===== config.mk =====
export PLATFORM = sky130hd
export DESIGN_NAME = video_timing_gen_flat
export DESIGN_NICKNAME = d
export VERILOG_FILES = /design/src/rtl/video_timing_if.sv /design/src/rtl/video_timing_gen.sv /design/src/flat_wrapper.sv
export SDC_FILE = /design/constraint.sdc
export NUM_CORES = 1
export LEC_CHECK = 0
export ABC_AREA = 1
export CAP_MARGIN = 0
export CORE_MARGIN = 3
export CORE_UTILIZATION = 50
export CTS_CLUSTER_DIAMETER = 150
export DETAILED_ROUTE_END_ITERATION = 7
export PLACE_DENSITY = 0.74
export SYNTH_ARGS = -nofsm -noshare
export SYNTH_HDL_FRONTEND = slang
export SYNTH_SLANG_ARGS = --single-unit

===== constraint.sdc =====
create_clock -name clk -period 1.8 [get_ports clk]
set_clock_uncertainty 0.15 [all_clocks]
set_input_delay 0.36 -clock clk [delete_from_list [all_inputs] [get_ports clk]]
set_output_delay 0.36 -clock clk [all_outputs]
set_load 0.02 [all_outputs]

===== src/rtl/video_timing_if.sv =====
// Raster timing bundle: pixel-fetch request position plus delayed encoder controls.
interface video_timing_if;
  logic        req_de;
  logic [11:0] req_x;
  logic [11:0] req_y;
  logic        frame_start;
  logic        line_start;
  logic        vde;
  logic        hsync;
  logic        vsync;

  modport master (output req_de, req_x, req_y, frame_start, line_start, vde, hsync, vsync);
  modport slave  (input  req_de, req_x, req_y, frame_start, line_start, vde, hsync, vsync);
endinterface


===== src/rtl/video_timing_gen.sv =====
// Raster timing generator: h/v counters, registered fetch position, and
// sync/data-enable delayed by PIPE_DLY to align with returned pixel data.
module video_timing_gen #(
  parameter int H_ACTIVE = 640,
  parameter int H_FP     = 16,
  parameter int H_SYNC   = 96,
  parameter int H_BP     = 48,
  parameter int V_ACTIVE = 480,
  parameter int V_FP     = 10,
  parameter int V_SYNC   = 2,
  parameter int V_BP     = 33,
  parameter int HS_POL   = 0,
  parameter int VS_POL   = 0,
  parameter int PIPE_DLY = 2
) (
  input  logic           clk,
  input  logic           rst,
  video_timing_if.master vt
);
  localparam int H_TOTAL = H_ACTIVE + H_FP + H_SYNC + H_BP;
  localparam int V_TOTAL = V_ACTIVE + V_FP + V_SYNC + V_BP;

  // 13-bit bounds so a sync window ending exactly at 4096 still compares correctly
  localparam logic [12:0] H_ACT  = 13'(H_ACTIVE);
  localparam logic [12:0] HS_BEG = 13'(H_ACTIVE + H_FP);
  localparam logic [12:0] HS_END = 13'(H_ACTIVE + H_FP + H_SYNC);
  localparam logic [12:0] H_LAST = 13'(H_TOTAL - 1);
  localparam logic [12:0] V_ACT  = 13'(V_ACTIVE);
  localparam logic [12:0] VS_BEG = 13'(V_ACTIVE + V_FP);
  localparam logic [12:0] VS_END = 13'(V_ACTIVE + V_FP + V_SYNC);
  localparam logic [12:0] V_LAST = 13'(V_TOTAL - 1);
  localparam logic        HS_ON  = 1'(HS_POL);
  localparam logic        VS_ON  = 1'(VS_POL);

  if (H_TOTAL > 4096 || V_TOTAL > 4096) begin : g_bad_total
    $error("video_timing_gen: H_TOTAL/V_TOTAL must not exceed 4096");
  end
  if (PIPE_DLY < 0 || PIPE_DLY > 15) begin : g_bad_dly
    $error("video_timing_gen: PIPE_DLY must be 0..15");
  end

  typedef struct packed {
    logic de;
    logic hs;
    logic vs;
  } raster_t;

  logic [11:0] h_cnt, v_cnt;
  logic [12:0] h_ext, v_ext;
  logic        de_raw, hs_raw, vs_raw, h_wrap, v_wrap;
  raster_t [PIPE_DLY:0] dly_pipe;

  assign h_ext  = {1'b0, h_cnt};
  assign v_ext  = {1'b0, v_cnt};
  assign de_raw = (h_ext < H_ACT) && (v_ext < V_ACT);
  assign hs_raw = (h_ext >= HS_BEG) && (h_ext < HS_END);
  assign vs_raw = (v_ext >= VS_BEG) && (v_ext < VS_END);
  assign h_wrap = (h_ext == H_LAST);
  assign v_wrap = (v_ext == V_LAST);

  // Counters hold the position presented on the next edge; req_* register it.
  always_ff @(posedge clk) begin
    if (rst) begin
      h_cnt          <= '0;
      v_cnt          <= '0;
      dly_pipe       <= '0;
      vt.req_de      <= 1'b0;
      vt.req_x       <= '0;
      vt.req_y       <= '0;
      vt.frame_start <= 1'b0;
      vt.line_start  <= 1'b0;
    end else begin
      h_cnt <= h_wrap ? '0 : h_cnt + 12'd1;
      if (h_wrap) v_cnt <= v_wrap ? '0 : v_cnt + 12'd1;
      vt.req_de      <= de_raw;
      vt.req_x       <= h_cnt;
      vt.req_y       <= v_cnt;
      vt.frame_start <= (h_cnt == 12'd0) && (v_cnt == 12'd0);
      vt.line_start  <= (h_cnt == 12'd0) && (v_ext < V_ACT);
      dly_pipe[0]    <= '{de: de_raw, hs: hs_raw, vs: vs_raw};
      for (int i = 1; i <= PIPE_DLY; i++) dly_pipe[i] <= dly_pipe[i-1];
    end
  end

  assign vt.vde   = dly_pipe[PIPE_DLY].de;
  assign vt.hsync = dly_pipe[PIPE_DLY].hs ? HS_ON : ~HS_ON;
  assign vt.vsync = dly_pipe[PIPE_DLY].vs ? VS_ON : ~VS_ON;
endmodule


===== src/flat_wrapper.sv =====
// flat-port wrapper written by rule: the top's interface ports become plain ports
module video_timing_gen_flat 
#(
  parameter int H_ACTIVE = 640,
  parameter int H_FP     = 16,
  parameter int H_SYNC   = 96,
  parameter int H_BP     = 48,
  parameter int V_ACTIVE = 480,
  parameter int V_FP     = 10,
  parameter int V_SYNC   = 2,
  parameter int V_BP     = 33,
  parameter int HS_POL   = 0,
  parameter int VS_POL   = 0,
  parameter int PIPE_DLY = 2
)
  (clk, rst, vt_req_de, vt_req_x, vt_req_y, vt_frame_start, vt_line_start, vt_vde, vt_hsync, vt_vsync);
  video_timing_if vt_i ();
  input  logic clk;
  input  logic rst;
  output wire logic [$bits(vt_i.req_de)-1:0] vt_req_de;
  output wire logic [$bits(vt_i.req_x)-1:0] vt_req_x;
  output wire logic [$bits(vt_i.req_y)-1:0] vt_req_y;
  output wire logic [$bits(vt_i.frame_start)-1:0] vt_frame_start;
  output wire logic [$bits(vt_i.line_start)-1:0] vt_line_start;
  output wire logic [$bits(vt_i.vde)-1:0] vt_vde;
  output wire logic [$bits(vt_i.hsync)-1:0] vt_hsync;
  output wire logic [$bits(vt_i.vsync)-1:0] vt_vsync;
  assign vt_req_de = vt_i.req_de;
  assign vt_req_x = vt_i.req_x;
  assign vt_req_y = vt_i.req_y;
  assign vt_frame_start = vt_i.frame_start;
  assign vt_line_start = vt_i.line_start;
  assign vt_vde = vt_i.vde;
  assign vt_hsync = vt_i.hsync;
  assign vt_vsync = vt_i.vsync;
  video_timing_gen #(.H_ACTIVE(H_ACTIVE), .H_FP(H_FP), .H_SYNC(H_SYNC), .H_BP(H_BP), .V_ACTIVE(V_ACTIVE), .V_FP(V_FP), .V_SYNC(V_SYNC), .V_BP(V_BP), .HS_POL(HS_POL), .VS_POL(VS_POL), .PIPE_DLY(PIPE_DLY)) u_core (.clk(clk), .rst(rst), .vt(vt_i));
endmodule

* Word-level counts from Yosys, hierarchy flattened *
Index checks and enable logic that the tools add are counted.

word-level totals
  bits in registers = 59
  output and inout bits = 30
  word-level logic and storage cells = 36

operators by class
  add/subtract/negate cells = 2
  magnitude comparators = 6
  eq/ne operators = 2
  muxes and demuxes = 3
  reduce and logical (&&, ||, !) cells = 8

operator list
  kind                                                                 count
  adder 12 x 1 -> 12 bit, second input constant                        2
  == test 12 x 10 -> 1 bit, second input constant                      2
  logical NOT 12 bit                                                   2
  < comparator 12 x 10 -> 1 bit, second input constant                 2
  < comparator 12 x 9 -> 1 bit, second input constant                  2
  greater-or-equal comparator 12 x 10 -> 1 bit, second input constant  1
  greater-or-equal comparator 12 x 9 -> 1 bit, second input constant   1
  2-to-1 mux 12 bit                                                    1
  logical AND 1 bit                                                    5
  2-to-1 mux 1 bit                                                     2
  OR reduction 2 bit                                                   1

* Longest topological paths before layout *
Gate-level depths: netlist of run 1.

  word-level depth = 2
  gate-level depth with buffers = 10
  gate-level depth less buffers = 9

* Worst setup path after synthesis of run 1 *
OpenSTA, ideal clock, no wires.

  path kind = reg2reg
  start = reg u_core.h_cnt[0]
  end = reg u_core.v_cnt[0]
  setup time = 0.114 ns
  arrival time = 1.230 ns
  required time = 1.536 ns
  slack = 0.306 ns
  stages on the path, launching flop included = 9
  buffers on the path = 0
  path through = dfxtp_1 > ha_1 > nand2_2 > nor2_4 > nand3_1 > nand2_2 > nand2_2 > inv_2 > nor2_1

on the way
  longest elaborated chain between the ends = 1

ends and longest elaborated chain
  item                      RTL line                RTL
  from (decl)               video_timing_gen.sv:48  logic [11:0] h_cnt, v_cnt;
  from (signal assigned)    video_timing_gen.sv:73  h_cnt <= h_wrap ? '0 : h_cnt + 12'd1;
  == test 12 x 10 -> 1 bit  video_timing_gen.sv:58  assign h_wrap = (h_ext == H_LAST);
  to (signal assigned)      video_timing_gen.sv:74  if (h_wrap) v_cnt <= v_wrap ? '0 : v_cnt + 12'd1;
  to (decl)                 video_timing_gen.sv:48

Every way passes these cells.
A chain may end at the register's enable or synchronous reset.

* Worst setup path after layout of run 1 *
  start = reg u_core.vt.req_y[0]
  end = out vt_req_y[0]

RTL lines
  item                    RTL line                RTL
  from (decl)             video_timing_if.sv:12   modport master (output req_de, req_x, req_y, frame_start, line_start, vde, hsync, vsync);
  from (signal assigned)  video_timing_gen.sv:77  vt.req_y <= v_cnt;
  to (decl)               flat_wrapper.sv:22      output wire logic [$bits(vt_i.req_y)-1:0] vt_req_y;

No word-level cell between the ends.

==> impl_metrics.toml, run 1 <==
[critical_path]
cp_num_cells = 1
crit_end = "vt_req_y[0]"
worstSetupPathType = "reg2out"
r2r-end = "u_core.v_cnt[5]"
crit_required_ns = 1.29
startpoint = "u_core.vt.req_y[0]"
r2r_start = "u_core.h_cnt[0]"
reg2reg_slack_ns = 0.17
crit_family = "buffers and inverters"
critPathBufInv = 1
crit_path_end_kind = "output pin"
start_kind = "register"
rr_worst_depth = 10
slowest_delay_ns = 0.60
crit_slowest_cell = "clkdlybuf4s50_1"
path_max_fanout = 1
cp_cell_sequence = "clkdlybuf4s50_1"
critPathArrivalTime_ns = 1.25

[timing]
final_max_slew_viol_count = 0
layout_min_cycle_time_ns = 1.761
relSlewSlack = 0.8130
whs_ns = 0.2530
report.final.setup_viol = 0
rsz0062_at_grt = "no"
hold_viol_final = 0
post-route-period-util = 0.9785
worstMarginPinSlew_ns = 0.2795
setup_tns_ns = 0
fmax_mhz = 567.8

[clock_network]
cts_buffers = 9
holdBufCountCts = 0
cts.sinks = 59
clock_path_buffers = 2
path_clk_slew_ns = 0.06
cts_max_level = 3
cts_tree = "done"
cts_root_buffer = "clkbuf_8"
clk_latency_ns = 0.33

[route]
dr.pass1.iters = 4
wirelength_microns = 4475
wl_met1_microns = 2170
drc = 0
post_drt_wl_per_cell_microns = 11.22
via_per_inst = 4.865
vias = 1941
wl_met3_microns = 285
ant_nets = 0
maxUsedRoutingLayer = "met4"
wl_met2_microns = 1928
first_iter_violations = 132

[synth]
netlist_instances = 304
synth_cell_type_count = 20
avgSynthCellArea_sq_um = 7.507
ys_warn_count = 0
ys.flop_type = "dfxtp_1"
synth_edf_count = 0
ys_seq_area_frac = 0.5175
syn_nets = 311
async_flop_share = 0
syn_area_sq_um = 2282
synth.ff_latch_count = 59

[floorplanning]
die_area_sq_um = 5411
io_pins = 32
start_util = 0.5432
fp.dieH_microns = 73.56
rows = 23
fp.dieW_microns = 73.56
core_area_sq_um = 4202

[finish]
fillers = 354
fin_util = 0.6894
antenna_cells = 0
drive_above_1_share = 0.09169
final_cell_mix = "79 x nor2_1, 59 x dfxtp_1, 58 x nand2_1"
area_delta_synth_final_pct = 26.92
fin_nets = 352
layout_commonest_cell = "nor2_1"
multi_input_area_sq_um = 890.9
ff_latch_area_sq_um = 1181

[placement]
dpl.hpwl_microns = 3174
portBuffers = 31
gp_congestion = 0.8435

[power_and_ir_drop]
power_frac_clock = 0.470
netSwitchingFraction = 0.2025
peakVddDrop_uv = 456.3
power_frac_comb = 0.034
sequentialPowerShare = 0.496
p_int_w = 0.002145
p_leak_nw = 1.252
p_sw_w = 0.0005448
p_per_area_nw_per_um2 = 928.6

[global_route]
antenna_found_initial = 0
grt_max_degree = 22
grt_remaining_overflow = 0
grt_pass1_vias = 1709
grt_usage = 0.1847
grt_pass1_wl_microns = 7576

[hold_path]
hp-class = "reg2reg"

[job]
max_cap_violations = 0

[status]
status = "finished, final reports clean"
-- routing by layer --
metal,vias up,GRT usage
li1,1005,-
met1,877,0.2536
met2,51,0.2657
met3,8,0.05062
met4,0,0.09054
met5,-,0
-- metrics by stage --
stage	std cells	instance area, sq um	total power (W)	setup slack (ns)
floorplan	304	2282	0.001416	0.3061
global placement	382	2656	0.001455	0.08944
detailed placement	382	2656	0.001456	0.09196
CTS	397	2869	0.002714	0.01009
global route	399	2897	0.002778	0.004838
finish	399	2897	0.002690	0.03875
-- cell families (layout without fill, tap and decap cells) --
kind of cell	after synthesis	count (layout)	synth area share
XOR/XNOR	3	3	0.01152
buffers and inverters	52	97	0.09210
flip-flops	59	59	0.5175
AND/OR/NAND/NOR	176	176	0.3289
adder cells (fa/ha/maj)	5	5	0.02741
AO/OA/AOI/OAI	9	9	0.02248
-- sequential cells by signal (all words and copies together), names as in the netlist --
name	cells
u_core.h_cnt	12
u_core.vt.vde	1
u_core.vt.line_start	1
u_core.vt.req_x	12
u_core.vt.req_y	12
u_core.vt.frame_start	1
u_core.v_cnt	12
u_core.dly_pipe	8
-- Yosys cell counts (3+ instances only) --
cell       n  share of area
inv_2      4         0.0066
dfxtp_1   59           0.52
clkbuf_1   4         0.0066
nand3_1   14          0.031
nor3_1     7          0.015
nor2_4     3          0.015
nand4_1    7          0.019
a21oi_1    5          0.011
inv_1     41          0.067
nand2_2    5          0.014
nand2_1   58          0.095
xor2_1     3          0.012
ha_1       5          0.027
nor3b_1    3         0.0099
nor2_1    79           0.13
-- final cells by class --
type,instances,share of cell area
Multi-Input combinational cell,193,0.3076
Clock buffer,14,0.06307
Tap cell,50,0.02160
Inverter,45,0.05832
Clock inverter,1,0.01037
Timing Repair Buffer,37,0.1313
Sequential cell,59,0.4078
-- power by group through the flow --
stage / clock network (W) / logic, W / registers, W
after floorplan: 0 / 0.0000426 / 0.00137
final: 0.00126 / 0.0000925 / 0.00133
after CTS: 0.00129 / 0.0000941 / 0.00133
after global routing: 0.00134 / 0.000102 / 0.00133
after detailed placement: 0 / 0.0000936 / 0.00136
after global placement: 0 / 0.0000931 / 0.00136
-- timing repair --
action | 4_1_cts | 5_1_grt
buffers inserted | 0 | 2
setup endpoints to repair | 0 | 14
gates resized for setup | 0 | 5
-- worst min-delay path by stage --
stage	start	endpoint	slack (ns)	depth (start not counted)
after floorplan	u_core.dly_pipe[0]	u_core.dly_pipe[3]	0.24	2
after detailed placement	u_core.dly_pipe[3]	u_core.dly_pipe[6]	0.25	2
final	u_core.dly_pipe[3]	u_core.dly_pipe[6]	0.25	2
after global routing	u_core.dly_pipe[3]	u_core.dly_pipe[6]	0.27	2
after global placement	u_core.dly_pipe[3]	u_core.dly_pipe[6]	0.24	2
after CTS	u_core.dly_pipe[3]	u_core.dly_pipe[6]	0.26	2
Power figures use the tool's default switching activity.
==> run 2: changes to the inputs <==
--- a/config.mk
+++ b/config.mk
@@ -7,11 +7,14 @@
 export LEC_CHECK = 0
 export ABC_AREA = 1
 export CAP_MARGIN = 0
+export CELL_PAD_IN_SITES_DETAIL_PLACEMENT = 0
+export CELL_PAD_IN_SITES_GLOBAL_PLACEMENT = 1
 export CORE_MARGIN = 3
-export CORE_UTILIZATION = 50
+export CORE_UTILIZATION = 39
 export CTS_CLUSTER_DIAMETER = 150
 export DETAILED_ROUTE_END_ITERATION = 7
-export PLACE_DENSITY = 0.74
+export PLACE_DENSITY_LB_ADDON = 0.1
+export SKIP_CTS_REPAIR_TIMING = 1
 export SYNTH_ARGS = -nofsm -noshare
 export SYNTH_HDL_FRONTEND = slang
 export SYNTH_SLANG_ARGS = --single-unit
==> impl_metrics.toml, run 2 (synthesis gave the netlist of run 1 again) <==
[critical_path]
crit_family = "buffers and inverters"
reg2reg_slack_ns = 0.22
slowest_delay_ns = 0.60
startpoint = "u_core.vt.req_y[6]"
cp_cell_sequence = "clkdlybuf4s50_1"
crit_required_ns = 1.29
rr_worst_depth = 8
cp_num_cells = 1
start_kind = "register"
crit_end = "vt_req_y[6]"
crit_slowest_cell = "clkdlybuf4s50_1"
critPathBufInv = 1
crit_path_end_kind = "output pin"
worstSetupPathType = "reg2out"
r2r-end = "u_core.v_cnt[0]"
path_max_fanout = 1
critPathArrivalTime_ns = 1.24
r2r_start = "u_core.h_cnt[1]"

[route]
drc = 0
first_iter_violations = 89
post_drt_wl_per_cell_microns = 11.18
wirelength_microns = 4761
dr.pass1.iters = 4
ant_nets = 0
via_per_inst = 4.411
vias = 1879

[global_route]
grt_max_degree = 32
grt_remaining_overflow = 0
antenna_found_initial = 0
grt_pass1_vias = 1845
grt_pass1_wl_microns = 8197
grt_usage = 0.1601

[placement]
portBuffers = 31
place_ws_ns = 0.06678
gp_congestion = 0.7702
postPlaceCellArea_sq_um = 2721
dp.cells = 409
dpl.hpwl_microns = 3362

[timing]
fmax_mhz = 572.2
rsz0062_at_grt = "no"
post-route-period-util = 0.9709
layout_min_cycle_time_ns = 1.748
setup_ws_ns = 0.05235
worstMarginPinSlew_ns = 0.2803
report.final.setup_viol = 0
final_max_slew_viol_count = 0
setup_tns_ns = 0
hold_viol_final = 0
relSlewSlack = 0.8115

[hold_path]
hp-class = "reg2reg"

[clock_network]
clk_latency_ns = 0.32
cts_tree = "done"
clock_path_buffers = 2
cts_buffers = 9
cts.sinks = 59
path_clk_slew_ns = 0.07
cts_max_level = 3
cts_root_buffer = "clkbuf_8"

[floorplanning]
core_area_sq_um = 5574
fp.dieW_microns = 82.50
fp.dieH_microns = 82.50
die_area_sq_um = 6805
rows = 27
io_pins = 32
start_util = 0.4094

[power_and_ir_drop]
peakVddDrop_uv = 428.2
p_per_area_nw_per_um2 = 849.6
p_leak_nw = 1.260

[finish]
layout_commonest_cell = "nor2_1"
drive_above_1_share = 0.1017
fin_util = 0.5255
final_area_sq_um = 2929
antenna_cells = 0
fillers = 578
final_cell_mix = "78 x nor2_1, 59 x dfxtp_1, 58 x nand2_1"
fin_cells = 426
fin_nets = 356
area_delta_synth_final_pct = 28.34

[job]
max_cap_violations = 0

[status]
status = "finished, final reports clean"
run 2: changes by cell type in the layout (fill, tap and decap cells not counted), sizes merged:
cell / before / now
bufinv: 1 / 0
buf: 6 / 10
clkinv: 0 / 2
run 2: power by group:
| group | switching, W | internal [W] |
|---|---|---|
| Combinational | 0.0000598 | 0.0000417 |
| Sequential | 0.00000690 | 0.00132 |
| Clock | 0.000485 | 0.000572 |
| Total | 0.000552 | 0.00194 |
run 2: layout make-up:
type                    instances  area, sq um  share of cell area
clock inverters                 2        10.01            0.003417
multi-input cells             193        893.4              0.3050
flip-flops and latches         59         1181              0.4032
inverters                      45        168.9             0.05767
well taps                      72        90.09             0.03076
repair buffers                 41        422.9              0.1444
clock buffers                  14        162.7             0.05553
run 2: metal layers:
metal	GRT usage	part of all wire	vias up
li1	-	-	1014
met1	0.2164	0.54	819
met2	0.2372	0.40	38
met3	0.03688	0.046	8
met4	0.08333	0.017	0
met5	0	0	-
run 2: worst min-delay path: cells and delay by family, from the launching register on:
kind          cells  cell delay, ns
flops             1            0.30
buf+inv           1            0.04
simple gates      1            0.03
run 2: how the worst min path moves through the flow:
| stage | slack (ns) | from | endpoint | cells after the start |
|---|---|---|---|---|
| 3_5_place_dp | 0.25 | u_core.dly_pipe[4] | u_core.dly_pipe[7] | 2 |
| 2_1_floorplan | 0.24 | u_core.dly_pipe[0] | u_core.dly_pipe[3] | 2 |
| 4_1_cts | 0.25 | u_core.dly_pipe[4] | u_core.dly_pipe[7] | 2 |
| 6_report | 0.25 | u_core.dly_pipe[4] | u_core.dly_pipe[7] | 2 |
| 5_1_grt | 0.28 | u_core.dly_pipe[1] | u_core.dly_pipe[4] | 2 |
| 3_3_place_gp | 0.24 | u_core.dly_pipe[4] | u_core.dly_pipe[7] | 2 |
run 2: per-stage QoR:
stage               power, W  hold slack, ns
global placement    0.001463          0.2389
finish              0.002488          0.2519
floorplan           0.001416          0.2383
global route        0.002582          0.2771
detailed placement  0.001463          0.2452
CTS                 0.002524          0.2538
==> run 3: changes to the inputs <==
--- a/config.mk
+++ b/config.mk
@@ -9,10 +9,10 @@
 export CAP_MARGIN = 0
 export CELL_PAD_IN_SITES_DETAIL_PLACEMENT = 0
 export CELL_PAD_IN_SITES_GLOBAL_PLACEMENT = 1
-export CORE_MARGIN = 3
 export CORE_UTILIZATION = 39
 export CTS_CLUSTER_DIAMETER = 150
 export DETAILED_ROUTE_END_ITERATION = 7
+export GPL_ROUTABILITY_DRIVEN = 0
 export PLACE_DENSITY_LB_ADDON = 0.1
 export SKIP_CTS_REPAIR_TIMING = 1
 export SYNTH_ARGS = -nofsm -noshare
==> impl_metrics.toml, run 3 (synthesis gave the netlist of run 1 again) <==
[status]
status = "finished, final reports clean"

[route]
first_iter_violations = 107
dr.pass1.iters = 4
via_per_inst = 4.440
drc = 0
ant_nets = 0
wirelength_microns = 4607
post_drt_wl_per_cell_microns = 10.84
vias = 1887

[global_route]
grt_pass1_wl_microns = 7997
grt_remaining_overflow = 0
grt_usage = 0.1706
grt_max_degree = 20
antenna_found_initial = 0
grt_pass1_vias = 1761

[hold_path]
min_from = "u_core.dly_pipe[4]"
whs_endpoint = "u_core.dly_pipe[7]"
hp-class = "reg2reg"
hold_depth = 2

[timing]
final_max_slew_viol_count = 0
hold_viol_final = 0
relSlewSlack = 0.8100
post-route-period-util = 0.9743
layout_min_cycle_time_ns = 1.754
worstMarginPinSlew_ns = 0.2840
report.final.setup_viol = 0
setup_tns_ns = 0
rsz0062_at_grt = "no"
fmax_mhz = 570.2
setup_ws_ns = 0.04625

[power_and_ir_drop]
peakVddDrop_uv = 499.8
p_per_area_nw_per_um2 = 840.5
p_leak_nw = 1.266

[placement]
dpl.hpwl_microns = 3421
postPlaceCellArea_sq_um = 2716
place_ws_ns = 0.1124
portBuffers = 31

[critical_path]
path_max_fanout = 1
slowest_delay_ns = 0.60
critPathBufInv = 1
critPathArrivalTime_ns = 1.24
rr_worst_depth = 8
crit_slowest_cell = "clkdlybuf4s50_1"
crit_family = "buffers and inverters"
r2r-end = "u_core.h_cnt[10]"
reg2reg_slack_ns = 0.19
cp_cell_sequence = "clkdlybuf4s50_1"
worstSetupPathType = "reg2out"
r2r_start = "u_core.h_cnt[1]"
crit_required_ns = 1.29
crit_path_end_kind = "output pin"
start_kind = "register"

[clock_network]
clk_latency_ns = 0.33
clock_path_buffers = 2
cts_buffers = 9
cts_root_buffer = "clkbuf_8"
path_clk_slew_ns = 0.06
cts_max_level = 3
cts_tree = "done"
cts.sinks = 59

[floorplanning]
core_area_sq_um = 5574
die_area_sq_um = 6161
fp.dieW_microns = 78.50
rows = 27
fp.dieH_microns = 78.50
io_pins = 32
start_util = 0.4094

[finish]
layout_commonest_cell = "nor2_1"
final_area_sq_um = 2920
drive_above_1_share = 0.1076
fin_util = 0.5239
antenna_cells = 0
area_delta_synth_final_pct = 27.96
fin_nets = 357
final_cell_mix = "79 x nor2_1, 59 x dfxtp_1, 58 x nand2_1"

[job]
max_cap_violations = 0
==> run 3: cell types whose count changed in the layout (fill, tap and decap cells not counted) <==
cell	before	now
buf_12	2	1
nor2_1	78	79
nand3_1	14	13
clkinv_2	2	3
clkbuf_1	3	0
buf_4	8	10
nor2_2	1	0
nand3_2	0	1
==> run 3: per-stage QoR <==
stage / hold slack, ns / total power, W / std cells
floorplan: 0.2383 / 0.001416 / 304
global placement: 0.2423 / 0.001458 / 410
detailed placement: 0.2443 / 0.001459 / 410
CTS: 0.2511 / 0.002488 / 424
global route: 0.2576 / 0.002562 / 425
finish: 0.2470 / 0.002454 / 425
==> run 3: worst max path at each step <==
stage,startpoint,to,slack [ns],cells past startpoint
2_1_floorplan,u_core.h_cnt[0],u_core.v_cnt[0],0.31,8
3_3_place_gp,u_core.h_cnt[1],u_core.v_cnt[1],0.15,7
3_5_place_dp,rst,u_core.vt.frame_start,0.11,6
4_1_cts,u_core.dly_pipe[7],vt_hsync,0.004,2
5_1_grt,u_core.vt.req_x[9],vt_req_x[9],0.0003,1
6_report,u_core.vt.req_y[5],vt_req_y[5],0.05,1
==> run 3: final cells by class <==
cell class,instances,area (sq um)
Fill cell,589,2654
Sequential cell,59,1181
Multi-Input combinational cell,193,895.9
Timing Repair Buffer,42,417.9
Inverter,45,168.9
Clock buffer,11,151.4
Tap cell,72,90.09
Clock inverter,3,15.01
==> run 3: routing by layer <==
layer / GRT usage / part of all wire / wire length [microns] / vias to the layer above
met2: 0.2412 / 0.40 / 1847 / 38
li1: - / - / - / 1010
met5: 0 / 0 / 0 / -
met4: 0.09444 / 0.019 / 89 / 0
met1: 0.2343 / 0.54 / 2476 / 828
met3: 0.04419 / 0.042 / 193 / 11
==> run 3: where the power goes <==
group | switching, W | internal [W]
registers | 0.00000823 | 0.00132
logic | 0.0000578 | 0.0000397
clock network | 0.000475 | 0.000551
total | 0.000541 | 0.00191
